## src/rtl/clock_divider_pkg.sv

```systemverilog
// Shared definitions for the clock divider bank: default sizes, the
// per-channel action encoding, and small helpers for index width and
// half-period sanitising.
package clock_divider_pkg;

  localparam int CNT_W_DEFAULT   = 16;
  localparam int DEFAULT_DIV_VAL = 5000;

  // What a channel does on the coming clock edge.
  typedef enum logic [1:0] {
    CH_HOLD  = 2'd0,  // disabled: keep cnt/clk_out, tick low
    CH_COUNT = 2'd1,  // running, not at terminal count
    CH_WRAP  = 2'd2,  // running, terminal count: toggle and restart
    CH_ALIGN = 2'd3   // realign strobe: zero everything, apply pending
  } ch_action_e;

  // Width of the channel-select field; never narrower than one bit.
  function automatic int ch_idx_w(input int n);
    if (n <= 2) begin
      return 1;
    end else begin
      return $clog2(n);
    end
  endfunction

  // A half-period of zero would never reach terminal count; treat it as 1.
  function automatic logic [31:0] hp_sanitize(input logic [31:0] v);
    if (v == 32'd0) begin
      return 32'd1;
    end else begin
      return v;
    end
  endfunction

endpackage

```

## src/rtl/clock_divider_ch.sv

```systemverilog
// One divider channel: half-period register, counter, deferred-load
// register with its pending flag, and registered clk_out/tick.
module clock_divider_ch
  import clock_divider_pkg::*;
#(
  parameter int CNT_W       = CNT_W_DEFAULT,
  parameter int DEFAULT_DIV = DEFAULT_DIV_VAL
) (
  input  logic             clk,
  input  logic             rst,
  input  logic             en,
  input  logic             sync,
  input  logic             ld,
  input  logic [CNT_W-1:0] ld_div,
  output logic             clk_out,
  output logic             tick,
  output logic [CNT_W-1:0] cnt,
  output logic             pend
);

  localparam logic [CNT_W-1:0] HP_RST = CNT_W'(hp_sanitize(32'(DEFAULT_DIV)));

  logic [CNT_W-1:0] hp_r;
  logic [CNT_W-1:0] nxt_r;
  logic [CNT_W-1:0] div_s;
  logic [CNT_W-1:0] hp_new_s;
  logic             term_s;
  ch_action_e       action_s;

  // Decode this cycle's action; sync wins over terminal count and loads.
  always_comb begin
    div_s    = CNT_W'(hp_sanitize(32'(ld_div)));
    // >= rather than == so a corrupted counter still wraps instead of running away
    term_s   = (cnt >= (hp_r - {{(CNT_W-1){1'b0}}, 1'b1}));
    action_s = CH_HOLD;
    if (sync) begin
      action_s = CH_ALIGN;
    end else if (!en) begin
      action_s = CH_HOLD;
    end else if (term_s) begin
      action_s = CH_WRAP;
    end else begin
      action_s = CH_COUNT;
    end
    // Half-period taking effect at a boundary: a same-cycle load beats a pending one.
    if (ld) begin
      hp_new_s = div_s;
    end else if (pend) begin
      hp_new_s = nxt_r;
    end else begin
      hp_new_s = hp_r;
    end
  end

  // Channel state update.
  always_ff @(posedge clk) begin
    if (rst) begin
      cnt     <= '0;
      clk_out <= 1'b0;
      tick    <= 1'b0;
      hp_r    <= HP_RST;
      nxt_r   <= HP_RST;
      pend    <= 1'b0;
    end else begin
      case (action_s)
        CH_ALIGN: begin
          cnt     <= '0;
          clk_out <= 1'b0;
          tick    <= 1'b0;
          hp_r    <= hp_new_s;
          pend    <= 1'b0;
        end
        CH_WRAP: begin
          cnt     <= '0;
          clk_out <= ~clk_out;
          tick    <= 1'b1;
          hp_r    <= hp_new_s;
          pend    <= 1'b0;
        end
        CH_COUNT: begin
          cnt  <= cnt + {{(CNT_W-1){1'b0}}, 1'b1};
          tick <= 1'b0;
          if (ld) begin
            nxt_r <= div_s;
            pend  <= 1'b1;
          end
        end
        CH_HOLD: begin
          tick <= 1'b0;
          // A load into a stopped channel takes effect at once and restarts the count.
          if (ld) begin
            hp_r <= div_s;
            cnt  <= '0;
          end
        end
        default: begin
          tick <= 1'b0;
        end
      endcase
    end
  end

endmodule

```

## src/rtl/clock_divider_bank.sv

```systemverilog
// NUM_CH independent 50%-duty clock dividers with a shared valid/ready
// load port. Optional feature macro: CLK_DIV_SYNC_EN adds the sync port,
// which realigns every channel in one cycle.
module clock_divider_bank
  import clock_divider_pkg::*;
#(
  parameter int NUM_CH      = 4,
  parameter int CNT_W       = CNT_W_DEFAULT,
  parameter int DEFAULT_DIV = DEFAULT_DIV_VAL
) (
  input  logic                            clk_in,
  input  logic                            rst,
  input  logic [NUM_CH-1:0]               en,
  input  logic                            ld_valid,
  input  logic [ch_idx_w(NUM_CH)-1:0]     ld_ch,
  input  logic [CNT_W-1:0]                ld_div,
  output logic                            ld_ready,
  output logic [NUM_CH-1:0]               clk_out,
  output logic [NUM_CH-1:0]               tick,
  output logic [NUM_CH*CNT_W-1:0]         count
`ifdef CLK_DIV_SYNC_EN
  ,
  input  logic                            sync
`endif
);

  logic [NUM_CH-1:0] pend_s;
  logic [NUM_CH-1:0] ld_hit_s;
  logic              sync_s;
  logic              accept_s;

`ifdef CLK_DIV_SYNC_EN
  assign sync_s = sync;
`else
  assign sync_s = 1'b0;
`endif

  // Ready follows the addressed channel's pending flag; out-of-range
  // channels always accept and the request is dropped.
  always_comb begin
    ld_ready = 1'b1;
    if (32'(ld_ch) < 32'(NUM_CH)) begin
      ld_ready = ~pend_s[ld_ch];
    end else begin
      ld_ready = 1'b1;
    end
  end

  assign accept_s = ld_valid & ld_ready;

  for (genvar i = 0; i < NUM_CH; i++) begin : g_ch
    assign ld_hit_s[i] = accept_s & (32'(ld_ch) == i);

    clock_divider_ch #(
      .CNT_W       (CNT_W),
      .DEFAULT_DIV (DEFAULT_DIV)
    ) u_ch (
      .clk     (clk_in),
      .rst     (rst),
      .en      (en[i]),
      .sync    (sync_s),
      .ld      (ld_hit_s[i]),
      .ld_div  (ld_div),
      .clk_out (clk_out[i]),
      .tick    (tick[i]),
      .cnt     (count[i*CNT_W +: CNT_W]),
      .pend    (pend_s[i])
    );
  end

endmodule

```

## config.mk

```make
export PLATFORM = sky130hd
export DESIGN_NAME = clock_divider_bank
export DESIGN_NICKNAME = d
export VERILOG_FILES = /design/src/rtl/clock_divider_pkg.sv /design/src/rtl/clock_divider_ch.sv /design/src/rtl/clock_divider_bank.sv
export SDC_FILE = /design/constraint.sdc
export NUM_CORES = 1
export LEC_CHECK = 0
export ABC_AREA = 1
export CAP_MARGIN = 0
export CELL_PAD_IN_SITES_DETAIL_PLACEMENT = 0
export CELL_PAD_IN_SITES_GLOBAL_PLACEMENT = 2
export CORE_ASPECT_RATIO = 1.2
export CORE_MARGIN = 10
export CORE_UTILIZATION = 28
export DETAILED_ROUTE_END_ITERATION = 8
export PLACE_DENSITY_LB_ADDON = 0.1
export SLEW_MARGIN = 10
export SYNTH_ARGS = -nofsm -noshare
export SYNTH_HDL_FRONTEND = slang
export SYNTH_SLANG_ARGS = --single-unit
```

## constraint.sdc

```tcl
create_clock -name clk_in -period 4.1 [get_ports clk_in]
set_input_delay 1.23 -clock clk_in [delete_from_list [all_inputs] [get_ports clk_in]]
set_output_delay 1.23 -clock clk_in [all_outputs]
set_load 0.02 [all_outputs]
```

After elaboration in Yosys (flattened, before gate mapping)
Cells that the tools add are included.
- register bits: 204
- bits in latches: 0
- bits in writable memories: 0
- ROM bits: 0
- input bits: 25
- output and inout bits: 73
- word-level logic and storage cells: 163
- memories kept: 0
- add/sub/neg operators: 8
- $mul: 0
- div/mod/pow operators: 0
- $lt $le $gt $ge: 5
- equality and inequality tests: 27
- shift operators: 0
- multiplexer cells: 51
- bitwise gates (word level): 10
- reduce and logical (&&, ||, !) cells: 38
- operators by type and width (cell ; count):
    two-way mux 16 bit ; 17
    case mux 16 bit (3 select lines) ; 4
    case mux 16 bit (2 select lines) ; 4
    adder 16 x 1 -> 16 bit (second input constant) ; 4
    >= comparator 16 bit ; 4
    subtractor 16 x 1 -> 16 bit (second input constant) ; 4
    case mux 1 bit (2 select lines) ; 12
    nonzero test 2 bit ; 12
    == test 2 bit (second input constant) ; 10
    zero test 16 bit ; 1
    two-way mux 2 bit ; 8
    inequality test 2 x 1 -> 1 bit (second input constant) ; 8
    AND reduction 2 bit ; 8
    inequality test 3 x 1 -> 1 bit (second input constant) ; 4
    AND reduction 3 bit ; 4
    OR reduction 3 bit ; 4
    == test 2 x 1 -> 1 bit (second input constant) ; 5
    zero test 2 bit ; 5
    OR reduction 2 bit ; 4
    bitwise AND 1 bit ; 5
    two-way mux 1 bit ; 5
    NOT 1 bit ; 5
    < comparator 2 x 3 -> 1 bit (second input constant) ; 1
    binary-select mux 1 bit (select 2 bit) ; 1

Logic depth before layout (Yosys ltp)
Gate-level depths: netlist of run 1.
- depth in word-level cells: 8
- gate-level depth with buffers: 21
- gate-level depth less buffers: 20

Modules after synthesis
A second synthesis of run 1 with hierarchy kept.
- cell total of the unflattened synthesis: 1761
- area total of the unflattened synthesis: 12313.1 um^2
- by module, submodules not included (module ; times used ; cells each ; area an instance (um^2) ; seq. area each (um^2)):
    clock_divider_ch (g_ch[1].u_ch ...) ; 2 ; 434 ; 3044.2 ; 1021.0
    clock_divider_ch (g_ch[0].u_ch) ; 1 ; 438 ; 3080.5 ; 1021.0
    clock_divider_ch (g_ch[3].u_ch) ; 1 ; 433 ; 3039.2 ; 1021.0
    clock_divider_bank ; 1 ; 22 ; 105.1 ; 0.0

Worst setup path before layout of run 1
No wires, ideal clock.
- path kind: input to output
- start: input ld_ch[0]
- end: output ld_ready
- data arrival time: 1.737 ns
- required time: 2.870 ns
- path slack: 1.133 ns
- stages: 5
- path buffers: 1
- cell sequence: buf_6 -> inv_4 -> nand3_1 -> nand2_2 -> nor2_4
- longest elaborated chain between the ends: 3
- RTL lines (element ; RTL line ; source):
    from (decl) ; clock_divider_bank.sv:15 ; input logic [ch_idx_w(NUM_CH)-1:0] ld_ch,
    binary-select mux 1 bit (select 2 bit) ; clock_divider_bank.sv:43 ; ld_ready = ~pend_s[ld_ch];
    two-way mux 1 bit (not written as such) ; clock_divider_bank.sv:43 ;
    NOT 1 bit ; clock_divider_bank.sv:43 ;
    to (decl) ; clock_divider_bank.sv:17 ; output logic ld_ready,
No other way between the ends. The select of a mux whose other input is x is not followed.

Worst setup path after layout of run 1
Same ends and word-level chain as after synthesis.

==> results by group, run 1 <==
Cells and area
  – Share of layout cells above drive strength 1: 5.129%
  – Nets: 2168
  – Final instance area: 15030 um2
  – Layout Cells excl Fill: 2695
  – # diodes: 0
  – Area delta synth->final: 18.59%
  – Final Util: 33.56%

STA
  – Fin crit period: 3.799 ns
  – Final period util: 92.65%
  – Aggregate negative setup slack: 0 ns
  – Final Hold Viols: 0
  – Final setup vio count: 0
  – Clock skew: 0.02306 ns
  – RSZ-0062 raised after global routing: false
  – Worst Tran Pin Value: 0.7113 ns
  – Max Freq: 263.2 MHz
  – Worst slew margin: 52.58%
  – Max-slew violations: 0

Placement
  – Placed Cells: 2651
  – PortBufs: 97
  – DP HPWL: 28280 um
  – Final GP Congestion: 0.7665
  – Placed cell areas: 14220 um2

Synth
  – Top cells by count, synth: 616 x nand2_1, 314 x nor2_1, 230 x inv_1, 204 x dfxtp_1, 170 x nand3_1
  – Post-synthesis cell type count: 41
  – Mapped Cells: 1999
  – Main synth FF type: dfxtp_1
  – Yosys reg bits: 204
  – Post-synth top area share: 32.23%
  – Area leader, netlist: dfxtp_1
  – Mapped Nets: 2096
  – Synth async-reset ratio: 0%
  – Area contributors post-synth: dfxtp_1 32%, nand2_1 18%, nor2_1 9.3%, ha_1 7.1%, inv_1 6.8%
  – Syn avg cell area: 6.339 um2
  – Sequential area share after synthesis: 32.23%
  – Cell Area, Synth: 12670 um2
  – Yosys warns: 0
  – Number of flops mapped to enable cells by yosys: 0
  – Count leader, synth: nand2_1

Setup path
  – Worst EP required: 2.87 ns
  – CP endpoint kind: output port
  – Crit path cell chain: clkdlybuf4s50_1 -> inv_4 -> nand3_1 -> nand2_2 -> nor2_4 -> buf_4
  – RR Endpoint: g_ch[2].u_ch.cnt[11]$_SDFFE_PP0P_
  – Launch instance of the worst register-to-register path: g_ch[2].u_ch.hp_r[2]$_SDFFE_PP0P_
  – R2R Setup Slk: 0.62 ns
  – CP Class: input pin to output port
  – CP max stage delay: 0.74 ns
  – CP max stage cell: clkdlybuf4s50_1
  – CP Max Fanout: 8
  – Crit start category: input pin
  – Crit path DAT: 2.57 ns
  – Reg2Reg Depth: 18

Clock network
  – Clock slew at reported path FFs: 0.05 ns
  – # clock sinks: 204
  – Skew-Pair Late Insertion Delay: 0.56 ns
  – Number of buffers created by CTS: 27
  – Root buf cell: clkbuf_16
  – CTS tree: built
  – Bufs on Longest Clock Path: 3
  – H-tree lvl count: 1
  – Post-cts repair resize count: 0
  – Post-CTS Setup Bufs: 0
  – CTS Hold Bufs: 0

Min path
  – Min-Delay Path Depth: 2
  – Hold path startpoint: g_ch[1].u_ch.nxt_r[9]$_SDFFE_PP1P_
  – WHS Endpoint: g_ch[1].u_ch.nxt_r[9]$_SDFFE_PP1P_
  – Worst Hold Class: flip-flop to flip-flop

Drt
  – Remaining antenna violation count: 0
  – Avg WL per Cell: 14.38 um
  – Total number of vias: 11.68k
  – Starting DRT DRC Count: 448
  – DR DRC count: 0
  – First-pass detailed-route iteration total: 7
  – Final wirelength: 38750 um
  – Vias/cell: 4.335

Power
  – Switching Share: 27.76%
  – Seq pwr share: 42.3%
  – P_leak: 0.007168 uW
  – Int Pwr: 3577 uW
  – Psw: 1374 uW
  – Peak supply drop: 292.7 uV
  – Pwr dens: 329.5 nW/um2
  – Gate power share: 12.1%
  – Clock power share: 45.7%

Die
  – Die H: 253.0 um
  – # rows: 85
  – Die area: 54200 um2
  – CORE AREA: 44770 um2
  – Effective utilization at floorplan: 28.30%
  – Die W: 214.2 um
  – Top Ports: 98

Global route
  – Pin count of the biggest net entering global routing: 57
  – Number of global-route vias before repair: 11.53k
  – First-pass GRT wire length: 63080 um
  – GR Util All Layers: 14.17%
  – GRT overflow: 0
  – Initial antenna violation count: 0

Flow run
  – Max_cap viols: 0

Run status
  – Status: completed
[worst max-delay path by stage]
stage,from,cells past startpoint,slack [ns],to
2_1_floorplan,ld_ch[0],5,1.13,ld_ready
3_3_place_gp,ld_ch[0],6,0.29,ld_ready
3_5_place_dp,ld_ch[0],6,0.28,ld_ready
4_1_cts,ld_ch[0],6,0.27,ld_ready
5_1_grt,g_ch[2].u_ch.hp_r[2]$_SDFFE_PP0P_,18,0.06,g_ch[2].u_ch.cnt[8]$_SDFFE_PP0P_
6_report,ld_ch[0],6,0.30,ld_ready
[logic make-up after synthesis]
family,after synthesis,synth area share [%]
adders and majority gates,72,7.109
and+or+nand+nor,1168,37.98
DFF,204,32.23
buffers and inverters,328,10.88
xor gates and xnor gates,82,5.667
AOI/OAI and AO/OA,145,6.132
[cells in the final DEF, fill, tap and decap left out, types with 22 or more instances in the layout]
master	n
inv_1	230
nand4_1	22
nand3_1	170
xor2_1	62
buf_4	38
dfxtp_1	204
nand2_1	616
a21oi_1	81
clkbuf_16	27
nor2_1	314
o21ai_0	46
ha_1	72
clkdlybuf4s50_1	95
[cell type report]
class / count / area [um2]
clock inverter: 9 / 98.84
timing repair buffer: 136 / 1281
multi-input combinational: 1467 / 7209
clock buffer: 35 / 705.7
sequential: 204 / 4084
inverter: 235 / 887.1
tap: 609 / 762.0
fill: 4949 / 29750
[through the flow]
step                worst slack, ns  hold WS (ns)  power, uW
finish                       0.3013        0.4727       4952
global route                0.06254        0.5006       5243
CTS                          0.2729        0.4747       5072
detailed placement           0.2802        0.4570       2746
global placement             0.2914        0.4562       2742
floorplan                     1.133        0.4424       2550
[registers in the layout (all words and copies together), names as in the netlist]
| register | cells |
|---|---|
| g_ch.u_ch.pend | 4 |
| g_ch.u_ch.nxt_r | 64 |
| g_ch.u_ch.hp_r | 64 |
| g_ch.u_ch.tick | 4 |
| g_ch.u_ch.cnt | 64 |
| g_ch.u_ch.clk_out | 4 |
[power groups by stage]
| stage | combinational (uW) | sequential, uW | clock, uW |
|---|---|---|---|
| detailed placement | 609 | 2140 | 0 |
| floorplan | 421 | 2130 | 0 |
| global route | 694 | 2100 | 2450 |
| global placement | 606 | 2140 | 0 |
| CTS | 613 | 2090 | 2370 |
| finish | 597 | 2090 | 2260 |
[layer usage]
layer / track usage, % / wire length (um)
met5: 0 / 0
met4: 2.961 / 508
met3: 1.994 / 1177
met2: 26.81 / 19680
met1: 16.53 / 17390
[worst max-delay path, delay by kind of cell]
family	cells	cell delay (ns)
buffers and inverters	3	1.00
AND/OR/NAND/NOR	3	0.32
Power figures use the tool's default switching activity.
==> inputs of run 2 (changes only) <==
ABC_CLOCK_PERIOD_IN_PS = 4100   (was unset)
==> results of run 2 <==
Same layout as run 1: the final DEF is identical, and so are final timing and power.
==> inputs of run 3 (changes only) <==
PLACE_DENSITY = 0.74   (was unset)
PLACE_DENSITY_LB_ADDON = unset   (was 0.1)
==> results by group, run 3 (synthesized netlist as in run 1, its figures left out) <==
Run status
  – Status: completed

Clock network
  – Bufs on Longest Clock Path: 3
  – CTS Hold Bufs: 0
  – Skew-Pair Late Insertion Delay: 0.55 ns
  – Post-cts repair resize count: 0
  – Number of buffers created by CTS: 27
  – Post-CTS Setup Bufs: 0
  – # clock sinks: 204
  – Clock slew at reported path FFs: 0.06 ns
  – CTS tree: built
  – Root buf cell: clkbuf_16
  – H-tree lvl count: 1

Flow run
  – Max_cap viols: 0

Drt
  – Starting DRT DRC Count: 504
  – Avg WL per Cell: 13.81 um
  – Final wirelength: 37290 um
  – Vias/cell: 4.377
  – DR DRC count: 0
  – First-pass detailed-route iteration total: 5
  – Total number of vias: 11.82k
  – Remaining antenna violation count: 0

Setup path
  – CP endpoint kind: output port
  – CP Class: input pin to output port
  – Crit. Startpoint: ld_ch[0]
  – R2R Setup Slk: 0.67 ns
  – Launch instance of the worst register-to-register path: g_ch[3].u_ch.hp_r[0]$_SDFFE_PP0P_
  – Crit path DAT: 2.78 ns
  – CP Max Fanout: 8
  – Crit start category: input pin
  – Worst EP required: 2.87 ns

Global route
  – Number of global-route vias before repair: 11.48k
  – Initial antenna violation count: 0
  – First-pass GRT wire length: 61440 um
  – GR Util All Layers: 13.58%
  – GRT overflow: 0
  – Pin count of the biggest net entering global routing: 57

STA
  – Max-slew violations: 0
  – Clock skew: 0.01082 ns
  – Max Freq: 249.3 MHz
  – Final Hold Viols: 0
  – Aggregate negative setup slack: 0 ns
  – Worst Tran Pin Value: 0.6505 ns
  – Fin crit period: 4.011 ns
  – Final period util: 97.83%
  – RSZ-0062 raised after global routing: false
  – Worst slew margin: 56.63%
  – Final setup vio count: 0

Cells and area
  – Area of the multi-input gates: 7209 um2
  – Fillers: 4927
  – Top Registers: g_ch.u_ch.cnt: 64 flops, g_ch.u_ch.hp_r: 64 flops, g_ch.u_ch.nxt_r: 64 flops
  – Most frequent cells in the layout: 616 x nand2_1, 314 x nor2_1, 230 x inv_1
  – Share of layout cells above drive strength 1: 5.593%
  – Nets: 2170
  – Most common cell after layout, fill and taps aside: nand2_1
  – # diodes: 0
  – Register area: 4084 um2
  – Final Util: 33.76%
  – Area delta synth->final: 19.29%

Die
  – CORE AREA: 44770 um2
  – Top Ports: 98
  – Effective utilization at floorplan: 28.30%
  – # rows: 85
  – Die area: 54200 um2
  – Die H: 253.0 um
  – Die W: 214.2 um

Min path
  – Worst Hold Class: flip-flop to flip-flop
  – Hold path startpoint: g_ch[2].u_ch.nxt_r[8]$_SDFFE_PP1P_

Placement
  – Final GP Congestion: 0.7753
  – DP HPWL: 26980 um
  – PortBufs: 97

Power
  – P_leak: 0.007217 uW
  – Peak supply drop: 265.6 uV
  – Pwr dens: 332.8 nW/um2
==> run 3: cell types whose count changed in the layout (fill, tap and decap cells not counted), sizes merged <==
cell           delta
clkinvlp          +1
inv               -1
bufinv            -2
clkdlybuf4s50     +1
buf               +1
clkbuf            +6
==> run 3: final timing paths <==
kind,to,depth (start not counted)
max,ld_ready,7
min,g_ch[2].u_ch.nxt_r[8]$_SDFFE_PP1P_,2
max reg2reg,g_ch[3].u_ch.hp_r[2]$_SDFFE_PP0P_,18
min reg2reg,g_ch[2].u_ch.nxt_r[8]$_SDFFE_PP1P_,2
==> run 3: power breakdown <==
part	internal, uW	switching (uW)	leakage, uW
combinational	212	385	0.00512
sequential	2040	48.1	0.00166
clock	1390	947	0.000439
==> run 3: worst max-delay path: stages <==
cell and delay (ns):
clkdlybuf4s50_1 0.45, buf_4 0.17, inv_4 0.04, nand3_1 0.07
nand2_2 0.07, nor2_4 0.11, clkdlybuf4s50_1 0.63
==> run 3: per-stage QoR <==
stage                     worst slack, ns  cell area [um2]  cells  power, uW  hold slack [ns]
after floorplan                     1.133            12670   1999       2550           0.4424
final                             0.08877            15120   2701       5030           0.4711
after CTS                         0.06688            15120   2701       5133           0.4752
after global routing              0.02299            15120   2701       5301           0.4882
after detailed placement          0.06881            14240   2653       2743           0.4575
after global placement            0.06390            14240   2653       2736           0.4542
==> run 3: routing by layer <==
| metal | routed length, um | track usage [%] |
|---|---|---|
| met5 | 0 | 0 |
| met4 | 629 | 3.326 |
| met3 | 1051 | 1.850 |
| met2 | 18670 | 24.81 |
| met1 | 16940 | 16.43 |
==> run 3: area by class of cell <==
class | instances | area share (%)
flip-flops and latches | 204 | 27.02
clock buffers | 41 | 5.545
multi-input cells | 1467 | 47.69
repair buffers | 138 | 8.591
well taps | 609 | 5.041
clock inverters | 7 | 0.2483
inverters | 235 | 5.868
